$ cat config.mk
export PLATFORM = sky130hd
export DESIGN_NAME = itof_core
export DESIGN_NICKNAME = d
export VERILOG_FILES = /design/src/rtl/itof_core.sv
export SDC_FILE = /design/constraint.sdc
export NUM_CORES = 1
export LEC_CHECK = 0
export BUFFER_PORTS_ARGS = -buffer_cell sky130_fd_sc_hd__buf_2
export CAP_MARGIN = 20
export CORE_AREA = 2 2 135 137
export CTS_CLUSTER_SIZE = 8
export DETAILED_ROUTE_END_ITERATION = 6
export DIE_AREA = 0 0 137 139
export GPL_TIMING_DRIVEN = 0
export HOLD_SLACK_MARGIN = 0.08
export PLACE_DENSITY = 0.75
export SYNTH_ARGS = -nofsm -noshare
export SYNTH_HDL_FRONTEND = slang
export SYNTH_SLANG_ARGS = --single-unit
$ cat constraint.sdc
create_clock -name clk -period 50 [get_ports clk]
set_input_delay 5 -clock clk [delete_from_list [all_inputs] [get_ports clk]]
set_output_delay 5 -clock clk [all_outputs]
set_load 0.005 [all_outputs]
$ cat src/rtl/itof_core.sv
// Signed 32-bit integer to IEEE-754 binary32 converter, round-to-nearest-even.
// Fully pipelined: one operand per cycle, result two edges after the sampling edge.
module itof_core (
    input  logic        clk,
    input  logic        rstn,
    input  logic        in_valid,
    input  logic [31:0] src,
    output logic        out_valid,
    output logic [31:0] dest
);

    // Valid-only streaming: in_valid qualifies src on the edge that samples it, and
    // out_valid qualifies dest; there is no ready, so every accepted operand emerges.

    function automatic logic [4:0] count_lz(input logic [31:0] v);
        logic [4:0] n;
        logic       found;
        n     = 5'd0;
        found = 1'b0;
        for (int i = 31; i >= 0; i--) begin
            if (!found) begin
                if (v[i]) found = 1'b1;
                else      n     = n + 5'd1;
            end
        end
        return n;
    endfunction

    // Stage 1: sign, magnitude and leading-zero count
    logic        s1_valid;
    logic        s1_sign;
    logic [31:0] s1_mag;
    logic [4:0]  s1_lz;
    logic        s1_zero;

    logic [31:0] mag_d;
    always_comb begin
        mag_d = src[31] ? (~src + 32'd1) : src;
    end

    always_ff @(posedge clk) begin
        if (!rstn) begin
            s1_valid <= 1'b0;
        end else begin
            s1_valid <= in_valid;
        end
        if (in_valid) begin
            s1_sign <= src[31];
            s1_mag  <= mag_d;
            s1_lz   <= count_lz(mag_d);
            s1_zero <= (mag_d == 32'd0);
        end
    end

    // Stage 2: normalise and extract fraction, guard and sticky
    logic        s2_valid;
    logic        s2_sign;
    logic        s2_zero;
    logic [7:0]  s2_exp;
    logic [22:0] s2_frac;
    logic        s2_guard;
    logic        s2_sticky;

    logic [31:0] norm;
    always_comb begin
        norm = s1_mag << s1_lz;
    end

    always_ff @(posedge clk) begin
        if (!rstn) begin
            s2_valid <= 1'b0;
        end else begin
            s2_valid <= s1_valid;
        end
        if (s1_valid) begin
            s2_sign   <= s1_sign;
            s2_zero   <= s1_zero;
            s2_exp    <= 8'd158 - {3'b000, s1_lz};
            s2_frac   <= norm[30:8];
            s2_guard  <= norm[7];
            s2_sticky <= |norm[6:0];
        end
    end

    // Output stage: round to nearest even; a fraction carry bumps the exponent
    logic        round_up;
    logic [23:0] frac_sum;
    logic [7:0]  exp_rnd;
    logic [31:0] dest_d;

    always_comb begin
        round_up = s2_guard && (s2_sticky || s2_frac[0]);
        frac_sum = {1'b0, s2_frac} + {23'd0, round_up};
        exp_rnd  = s2_exp + {7'd0, frac_sum[23]};
        if (s2_zero) dest_d = 32'h0000_0000;
        else         dest_d = {s2_sign, exp_rnd, frac_sum[22:0]};
    end

    always_ff @(posedge clk) begin
        if (!rstn) begin
            out_valid <= 1'b0;
            dest      <= 32'h0000_0000;
        end else begin
            out_valid <= s2_valid;
            if (s2_valid) dest <= dest_d;
        end
    end

endmodule

==> impl_metrics.py <==
metrics = {
    "route": {
        "dr.pass1.iters": 6,
        "antenna_left": 0,
        "vias_per_cell": 6.17,
        "wl_per_cell_um": 17.3,
        "drt_first_iter_violations": 790,
        "via_count": 9730,
        "drcViolationCount": 0,
        "drt_wl_total_mm": 27.3,
    },
    "global_routing": {
        "grt_pass1_vias": 8842,
        "grt_pass1_wl_mm": 44.2,
        "track_usage_pct": 28.6,
        "grt_max_degree": 40,
        "overflow": 0,
        "antenna_found_initial": 0,
    },
    "synthesis": {
        "netlist_top_cells_area": "edfxtp_1, dfxtp_1, nand2_1, xnor2_1, mux2i_1",
        "synth_fp_nets": 1334,
        "syn_area_um2": 10400,
        "synth_cell_types": 88,
        "synth_seq_cells": 108,
        "synth_edf_count": 73,
        "syn_area_per_cell_um2": 8.20,
        "synth_seq_area_share_pct": 27.9,
        "yosysTopAreaCell": "edfxtp_1",
        "synth-main-ff-cell": "edfxtp_1",
        "syn_inst": 1265,
        "ys.warnings.count": 0,
        "synth_top_area_share_pct": 21.1,
        "yosysMostFrequentCell": "nand2_1",
        "yosys-top-cells-count": "nand2_1, nor2_1, inv_1",
        "async_flop_share_pct": 0,
    },
    "final_layout": {
        "n_fill_cell": 1531,
        "stdcell_count": 1577,
        "drive_above_1_share_pct": 10.8,
        "nets": 1412,
        "antenna_cells": 0,
        "syn_to_final_growth_pct": 9.11,
    },
    "sta": {
        "fin_crit_ns": 22.27,
        "worst_pin_slew_ns": 0.977,
        "fin_crit_sh_pct": 44.5,
        "setup_viol": 0,
        "slew_headroom_pct": 34.3,
        "fmax_mhz": 44.9,
        "slew_viol_final": 0,
        "skew_ns": 0.0115,
        "hold_viol_final": 0,
        "setup_tns_ns": 0,
        "rsz0062_at_grt": "no",
    },
    "power": {
        "peakVddDrop_mv": 0.0187,
        "pwr_density_cell_nw_per_um2": 24.9,
        "p_leak_nw": 4.34,
    },
    "critical_path": {
        "path_common_cell": "ha_1",
        "required_ns": 50.08,
        "crit_family": "compound AO/OA/AOI/OAI gates",
        "path_max_fanout": 10,
        "critPathKind": "primary input to flip-flop",
        "cp.arrival_ns": 22.35,
        "critPathLaunchType": "primary input",
        "cp-end-kind": "flip-flop",
        "crit_buf_inv": 5,
        "crit_slowest_cell": "nor4_2",
        "critPathMaxStageDelay_ns": 0.84,
    },
    "placement": {
        "dp_hpwl_mm": 21.9,
        "port_buffers": 65,
        "dp.cells": 1561,
        "gp_congestion": 0.986,
    },
    "worst_hold_path": {
        "min_path_type": "flip-flop to flip-flop",
    },
    "status": {
        "status": "finished clean",
    },
    "cts": {
        "postCtsSetupBuffers": 0,
        "worstSkewPairLatency_ns": 0.35,
        "clock-sinks": 108,
        "cts_max_level": 3,
        "cts_root_buffer": "clkbuf_16",
        "ctsLongestPathBuffers": 2,
        "cts_resized": 0,
        "cts_buffers": 9,
        "cts.clk_slew.worst_paths_ns": 0.08,
        "cts_hold_buf": 0,
        "cts_tree": "done",
    },
    "floorplanning": {
        "row_count": 49,
        "die_y_um": 139,
        "ios": 68,
        "start_util_pct": 58.8,
        "die_w_um": 137,
        "core_area_um2": 17700,
        "fp.dieArea_um2": 19000,
    },
    "run": {
        "cap_violations": 0,
    },
}
## per-stage QoR
step           util (%)  setup slack [ns]  cell area [µm²]  hold slack, ns  total power [W]
2_1_floorplan         -             30.17            10400           0.400         0.000184
4_1_cts            64.1             28.05            11300           0.418         0.000280
3_5_place_dp       62.4             27.77            11000           0.412         0.000210
6_report           64.1             27.73            11300           0.419         0.000282
3_3_place_gp       62.2             27.32            11000           0.406         0.000208
5_1_grt            64.1             26.33            11300           0.418         0.000298
## registers in the layout (all words and copies together) (netlist names)
name / flops
s1_lz: 5
dest: 32
s2_zero: 1
s1_sign: 1
s2_exp: 8
s2_valid: 1
s2_sticky: 1
s2_sign: 1
s1_zero: 1
out_valid: 1
s1_valid: 1
s2_frac: 23
s1_mag: 31
s2_guard: 1
## where the power goes
group	switching [W]	total [W]	internal, W
sequential	0.00000495	0.000109	0.000104
clock	0.0000347	0.0000714	0.0000367
combinational	0.0000616	0.000102	0.0000401
total	0.000101	0.000282	0.000181
## routing by layer
layer,GRT usage (%),share of wire (%)
met5,0,0
met4,8.79,2.6
met3,3.14,6.3
met2,47.7,47
met1,38.8,44
## path summary, 6_finish.rpt
path	slack, ns	endpoint	start	cells after the start
max reg2reg	46.52	s2_frac[21]$_DFFE_PP_	s1_lz[1]$_DFFE_PP_	8
min reg2reg	0.42	s2_sign$_DFFE_PP_	s1_sign$_DFFE_PP_	0
max	27.73	s1_lz[4]$_DFFE_PP_	src[7]	84
min	0.42	s2_sign$_DFFE_PP_	s1_sign$_DFFE_PP_	0
## kinds of logic after synthesis
family,share of synthesized area (%)
AO/OA/AOI/OAI,17.9
XOR/XNOR,10.1
adder cells (fa/ha/maj),4.29
buffers and inverters,5.96
flip-flops,27.9
multiplexers,8.91
AND/OR/NAND/NOR,24.9
## final cells by class
cell class,instances,area [µm²],area share [%]
multi-input combinational,996,6870,60.6
sequential,108,2890,25.5
timing repair buffer,67,358,3.16
inverter,95,357,3.15
tap,229,287,2.53
buffer,66,262,2.31
clock buffer,10,239,2.11
clock inverter,6,62.6,0.552
## cell usage in the layout (no fill, tap or decap), types with 13 or more instances in the layout
cell type and count:
nand2_1 141, nor2_1 93, inv_1 89, edfxtp_1 73
buf_2 71, a21oi_1 53, nand3_1 52, xnor2_1 51
o21ai_0 50, clkbuf_1 49, and2_1 48, xor2_1 47
mux2i_1 44, o22ai_1 43, dfxtp_1 35, ha_1 34
nor3_1 32, and3_1 20, nand4_1 18, a211oi_1 17
nor4_1 15, mux4_2 15, or4_1 13, nand2b_1 13
Note: power is estimated with default switching activity, not from simulation.
